$ cat config.mk
export PLATFORM = sky130hd
export DESIGN_NAME = vip_uart_rx_monitor
export DESIGN_NICKNAME = d
export VERILOG_FILES = /design/src/rtl/vip_uart_rx_monitor.sv
export SDC_FILE = /design/constraint.sdc
export NUM_CORES = 1
export LEC_CHECK = 0
export ABC_CLOCK_PERIOD_IN_PS = 3100
export CORE_MARGIN = 1
export CORE_UTILIZATION = 50
export CTS_BUF_LIST = sky130_fd_sc_hd__clkbuf_2
export CTS_CLUSTER_DIAMETER = 80
export DETAILED_ROUTE_END_ITERATION = 10
export GPL_ROUTABILITY_DRIVEN = 0
export PLACE_DENSITY = 0.72
export SLEW_MARGIN = 25
export SYNTH_ARGS = -nofsm -noshare
export SYNTH_HDL_FRONTEND = slang
export SYNTH_SLANG_ARGS = --single-unit
$ cat constraint.sdc
create_clock -name clk_i -period 3.1 [get_ports clk_i]
set_input_delay 0.775 -clock clk_i [delete_from_list [all_inputs] [get_ports clk_i]]
set_output_delay 0.775 -clock clk_i [all_outputs]
set_load 0.01 [all_outputs]
$ cat src/rtl/vip_uart_rx_monitor.sv
// vip_uart_rx_monitor: simulation-side UART receiver for the VIP. It samples the SoC
// transmit line, frames 8N1 (8E1 when VIP_UART_PARITY_EN is defined) LSB-first bytes
// and queues them in a small FIFO for the console printer and the output checker.
// Handshake: byte_o is valid while byte_valid_o is high; the head is popped on every
// rising clock edge where byte_valid_o && byte_ready_i. There is no backpressure on the
// serial side: a good byte arriving at a full FIFO with no pop that cycle is dropped.
module vip_uart_rx_monitor #(
    parameter int ClkDivWidth = 16,
    parameter int FifoDepth   = 8
) (
    input  logic                         clk_i,
    input  logic                         rst_ni,
    input  logic [ClkDivWidth-1:0]       clk_div_i,
    input  logic                         uart_rx_i,
    output logic [7:0]                   byte_o,
    output logic                         byte_valid_o,
    input  logic                         byte_ready_i,
    output logic                         frame_err_o,
    output logic                         parity_err_o,
    output logic                         overflow_o,
    output logic [$clog2(FifoDepth):0]   fill_o,
    output logic [2:0]                   dbg_state_o
);

    localparam int PtrW = $clog2(FifoDepth);

    typedef enum logic [2:0] {
        ST_IDLE   = 3'd0,
        ST_START  = 3'd1,
        ST_DATA   = 3'd2,
        ST_PARITY = 3'd3,
        ST_STOP   = 3'd4,
        ST_BREAK  = 3'd5
    } state_t;

    state_t                 r_state;
    logic [1:0]             r_sync;
    logic                   r_rx_prev;
    logic [ClkDivWidth-1:0] r_div;
    logic [ClkDivWidth-1:0] r_cnt;
    logic [7:0]             r_shift;
    logic [2:0]             r_bit_cnt;
    logic                   r_par_bad;
    logic                   r_frame_err;
    logic                   r_overflow;
`ifdef VIP_UART_PARITY_EN
    logic                   r_parity_err;
`endif

    logic [7:0]             r_mem [FifoDepth];
    logic [PtrW-1:0]        r_wr_ptr;
    logic [PtrW-1:0]        r_rd_ptr;
    logic [PtrW:0]          r_count;

    logic                   w_rx;
    logic [ClkDivWidth-1:0] w_div;
    logic                   w_sample;
    logic                   w_push;
    logic                   w_pop;
    logic                   w_full;
    logic                   w_wr;

    // Everything downstream sees the line two flops late; the counter holds the
    // number of cycles left until the next sample, so a sample fires when it hits zero.
    assign w_rx     = r_sync[1];
    assign w_div    = (clk_div_i < ClkDivWidth'(4)) ? ClkDivWidth'(4) : clk_div_i;
    assign w_sample = (r_cnt == '0);
    assign w_push   = (r_state == ST_STOP) && w_sample && w_rx && !r_par_bad;
    assign w_full   = (r_count == (PtrW+1)'(FifoDepth));
    assign w_pop    = (r_count != '0) && byte_ready_i;
    assign w_wr     = w_push && (!w_full || w_pop);

    // Two-flop synchronizer; resets to the idle (high) line level.
    always_ff @(posedge clk_i or negedge rst_ni) begin
        if (!rst_ni) begin
            r_sync <= 2'b11;
        end else begin
            r_sync <= {r_sync[0], uart_rx_i};
        end
    end

    // Frame FSM: start detect, mid-bit sampling, shift register and error pulses.
    always_ff @(posedge clk_i or negedge rst_ni) begin
        if (!rst_ni) begin
            r_state     <= ST_IDLE;
            r_rx_prev   <= 1'b1;
            r_div       <= '0;
            r_cnt       <= '0;
            r_shift     <= '0;
            r_bit_cnt   <= '0;
            r_par_bad   <= 1'b0;
            r_frame_err <= 1'b0;
`ifdef VIP_UART_PARITY_EN
            r_parity_err <= 1'b0;
`endif
        end else begin
            r_rx_prev   <= w_rx;
            r_frame_err <= 1'b0;
`ifdef VIP_UART_PARITY_EN
            r_parity_err <= 1'b0;
`endif
            case (r_state)
                ST_IDLE: begin
                    if (r_rx_prev && !w_rx) begin
                        r_div   <= w_div;
                        r_cnt   <= (w_div >> 1) - 1'b1;
                        r_state <= ST_START;
                    end
                end
                ST_START: begin
                    if (w_sample) begin
                        if (w_rx) begin
                            r_state <= ST_IDLE;
                        end else begin
                            r_cnt     <= r_div - 1'b1;
                            r_bit_cnt <= '0;
                            r_par_bad <= 1'b0;
                            r_state   <= ST_DATA;
                        end
                    end else begin
                        r_cnt <= r_cnt - 1'b1;
                    end
                end
                ST_DATA: begin
                    if (w_sample) begin
                        r_shift   <= {w_rx, r_shift[7:1]};
                        r_cnt     <= r_div - 1'b1;
                        r_bit_cnt <= r_bit_cnt + 1'b1;
                        if (r_bit_cnt == 3'd7) begin
`ifdef VIP_UART_PARITY_EN
                            r_state <= ST_PARITY;
`else
                            r_state <= ST_STOP;
`endif
                        end
                    end else begin
                        r_cnt <= r_cnt - 1'b1;
                    end
                end
`ifdef VIP_UART_PARITY_EN
                ST_PARITY: begin
                    if (w_sample) begin
                        // Even parity: data bits plus parity bit must XOR to zero.
                        if (^{r_shift, w_rx}) begin
                            r_par_bad    <= 1'b1;
                            r_parity_err <= 1'b1;
                        end
                        r_cnt   <= r_div - 1'b1;
                        r_state <= ST_STOP;
                    end else begin
                        r_cnt <= r_cnt - 1'b1;
                    end
                end
`endif
                ST_STOP: begin
                    if (w_sample) begin
                        if (!w_rx) begin
                            r_frame_err <= 1'b1;
                            r_state     <= ST_BREAK;
                        end else begin
                            r_state <= ST_IDLE;
                        end
                    end else begin
                        r_cnt <= r_cnt - 1'b1;
                    end
                end
                ST_BREAK: begin
                    if (w_rx) begin
                        r_state <= ST_IDLE;
                    end
                end
                default: r_state <= ST_IDLE;
            endcase
        end
    end

    // FIFO storage; contents are don't-care until written, the head is masked when empty.
    always_ff @(posedge clk_i) begin
        if (w_wr) begin
            r_mem[r_wr_ptr] <= r_shift;
        end
    end

    // FIFO pointers, occupancy and the overflow pulse.
    always_ff @(posedge clk_i or negedge rst_ni) begin
        if (!rst_ni) begin
            r_wr_ptr   <= '0;
            r_rd_ptr   <= '0;
            r_count    <= '0;
            r_overflow <= 1'b0;
        end else begin
            r_overflow <= w_push && w_full && !w_pop;
            if (w_wr) begin
                r_wr_ptr <= r_wr_ptr + 1'b1;
            end
            if (w_pop) begin
                r_rd_ptr <= r_rd_ptr + 1'b1;
            end
            case ({w_wr, w_pop})
                2'b10:   r_count <= r_count + 1'b1;
                2'b01:   r_count <= r_count - 1'b1;
                default: r_count <= r_count;
            endcase
        end
    end

    assign byte_valid_o = (r_count != '0);
    assign byte_o       = byte_valid_o ? r_mem[r_rd_ptr] : 8'h00;
    assign fill_o       = r_count;
    assign frame_err_o  = r_frame_err;
    assign overflow_o   = r_overflow;
    assign dbg_state_o  = r_state;
`ifdef VIP_UART_PARITY_EN
    assign parity_err_o = r_parity_err;
`else
    assign parity_err_o = 1'b0;
`endif

endmodule
==> run_results.csv <==
group,metric,value,unit
pwr,pwr-share-seq,45.2,%
yosys,synth_edf_count,64,
final_layout,stdcell_count,821,
yosys,synth_top_family_by_area,"simple AND/OR/NAND/NOR gates",
final_layout,diodes,0,
yosys,synth_top_cell_area_share,29.8,%
drt,via_per_inst,5.67,
timing,layout_worst_path_cycle_share,101,%
yosys,synth_compound_area_share,10.1,%
yosys,ys_top_cells_by_area,"edfxtp_1, dfrtp_1, mux4_2",
timing,holdWs,0.0328,ns
worst_setup_path,worstPathArrival,2.34,ns
worst_setup_path,reg2reg_depth,10,
clock_network,clkSinkCount,125,
drt,drtAntennaViolNets,0,
timing,max_freq,321,MHz
timing,relSlewSlack,48.1,%
global_routing,first_global_vias,4613,
drt,wl_per_cell,17.9,µm
yosys,synth_largest_area_cell,"edfxtp_1",
yosys,synthAdderAreaFrac,2.25,%
timing,tightestPinTransition,0.777,ns
yosys,ys_seq_elements,125,
clock_network,cts.htree.levels,4,
flow_run,maxCapViolations,0,
timing,fin_skew,0.0279,ns
place,dp_cells,782,
yosys,yosysMostFrequentCell,"nand2_1",
worst_setup_path,crit_fanout,4,
final_layout,drive_gt1_share,25.4,%
pwr,p_int,3.25,mW
worst_setup_path,startpoint_type,"register",
yosys,synthFlopType,"edfxtp_1",
pwr,power_frac_clock,20.8,%
drt,drcViolationCount,0,
worst_setup_path,critPathKind,"register to output port",
global_routing,grt_max_degree,33,
floorplan,die_w,116,µm
floorplan,fp.coreArea,12600,µm²
floorplan,rows,41,
final_layout,layout.nets,667,
floorplan,die_h,116,µm
final_layout,area_growth,17.4,%
yosys,synth_xor_area_share,4.48,%
yosys,synth_common_cells,"nand2_1, edfxtp_1, dfrtp_1",
yosys,ys_seq_area_share,53.5,%
pwr,p_total,5.27,mW
drt,drtIter0Drc,311,
worst_hold_path,holdCritPathClass,"input pin to asynchronous set/reset pin",
drt,vias,4656,
worst_setup_path,cp_top_family,"multiplexers",
worst_setup_path,path_cells,"buf_6 > buf_12 > mux4_2 > mux2i_1 > nor2_1 > buf_2",
outcome,outcome,"finished, violations left",
final_layout,regArea,3460,µm²
worst_setup_path,end_kind,"output port",
timing,rsz0062_at_grt,"true",
clock_network,ctsHoldBuffers,0,
pwr,pwr-share-comb,34.0,%
worst_setup_path,crit_cells,6,
worst_setup_path,cp_data_required_time,2.32,ns
timing,slew_violations,0,
clock_network,cts_buffer_depth,2,
outcome,failed_checks,"setup timing",
final_layout,nFillCells,1079,
clock_network,numCtsBuffers,17,
final_layout,multi_input_area,2810,µm²
yosys,netlist_instances,551,
global_routing,antenna_found_initial,0,
pwr,switching_share,38.3,%
pwr,switchingPower,2.02,mW
floorplan,die-area,13400,µm²
global_routing,grt.overflow.total,0,
clock_network,path_clk_slew,0.22,ns
yosys,synthMuxAreaShare,8.74,%
yosys,synth_cell_types,71,
timing,finalWorstSetupSlack,-0.0173,ns
pwr,p_leak,3.02,nW
clock_network,cts_tree,"built",
global_routing,grt_pass1_wl,24000,µm
floorplan,start_util,51.1,%
pwr,ir_drop,0.341,mV
drt,first_pass_iters,5,
pwr,powerDensity,696,nW/µm²
global_routing,grt_use_total,24.3,%
yosys,synth-simple-area-share,17.7,%
timing,setup_violations,1,
yosys,syn-num-nets,582,
place,io_buffers,37,
floorplan,pin_count,39,
yosys,syn-cell-area,6450,µm²
yosys,async_flop_share,48.8,%
clock_network,insertion_delay,0.74,ns
timing,period_minus_slack,3.12,ns
drt,wl,14700,µm
worst_setup_path,critPathSlowestCell,"mux4_2",
clock_network,cts_root_buf,"clkbuf_2",
worst_setup_path,critical_path_buf_inv_count,3,
yosys,yosysWarnings,0,
place,dp_hpwl,10100,µm
worst_setup_path,slowest_delay,0.54,ns
yosys,postSynthAreaPerCell,11.7,µm²
timing,hold_violations,0,
[per-layer routing]
layer  part of all wire, %  global-route usage (%)
met1                    43                    31.6
met5                     0                       0
met3                   5.1                    5.81
met4                   1.3                    7.52
met2                    50                    40.5
[power groups by stage]
stage / combinational (mW) / clock [mW] / sequential (mW)
after global placement: 1.61 / 0 / 2.38
after detailed placement: 1.67 / 0 / 2.40
after CTS: 1.84 / 1.13 / 2.37
after global routing: 1.98 / 1.20 / 2.42
after floorplan: 1.28 / 0 / 2.28
final: 1.79 / 1.10 / 2.38
[repair_timing]
item                       in CTS  in global routing
pin swaps                       0                  1
resized for setup              36                  5
setup endpoints to repair       9                 10
setup buffers                   5                  3
hold endpoints to repair        0                  0
gates cloned                    2                  0
[final cells by class]
class	count	area share [%]
timing repair buffer	90	10.1
multi-input combinational	387	37.2
tap	172	2.84
inverter	15	0.743
clock buffer	17	1.12
sequential	125	45.6
clock inverter	15	2.36
[state kept, by name, summed over array words and instances (netlist names)]
name	flops
dbg_state_o	3
fill_o	4
frame_err_o	1
overflow_o	1
r_bit_cnt	3
r_cnt	16
r_div	16
r_mem	64
r_rd_ptr	3
r_rx_prev	1
r_shift	8
r_sync	2
r_wr_ptr	3
[logic make-up (layout without fill, tap and decap cells)]
logic type / Yosys count / count (layout)
AOI/OAI and AO/OA: 91 / 91
xor gates and xnor gates: 33 / 33
adders and majority gates: 11 / 11
buffers and inverters: 39 / 137
DFF: 125 / 125
muxes: 35 / 35
other: 1 / 1
and+or+nand+nor: 216 / 216
[worst paths after layout]
check	slack [ns]	endpoint	start
max	-0.02	byte_o[2]	r_rd_ptr[0]
min	0.03	r_div[13]	rst_ni
max reg2reg	0.20	fill_o[3]	r_cnt[10]
min reg2reg	0.37	r_sync[1]	r_sync[0]
max in group asynchronous	2.30	r_bit_cnt[1]	rst_ni
min in group clk_i	0.37	r_sync[1]	r_sync[0]
[layout by cell type (no fill, tap or decap), types with 17 or more instances in the layout]
cell	instances
nand2_1	70
clkdlybuf4s50_1	28
xnor2_1	17
a21oi_1	19
dfrtp_1	55
buf_4	48
nor2_1	47
edfxtp_1	64
nor3_1	24
clkbuf_2	17
[stage by stage]
stage	util [%]	instance area (µm²)	TNS (ns)	worst slack, ns
6_report	60.0	7570	-0.0173	-0.0173
5_1_grt	60.0	7570	-0.569	-0.150
3_5_place_dp	57.5	7260	-1.77	-0.361
3_3_place_gp	57.5	7260	-1.30	-0.299
2_1_floorplan	-	6450	0	0.155
4_1_cts	60.2	7590	-0.214	-0.0759
(Power assumes the default switching activity.)
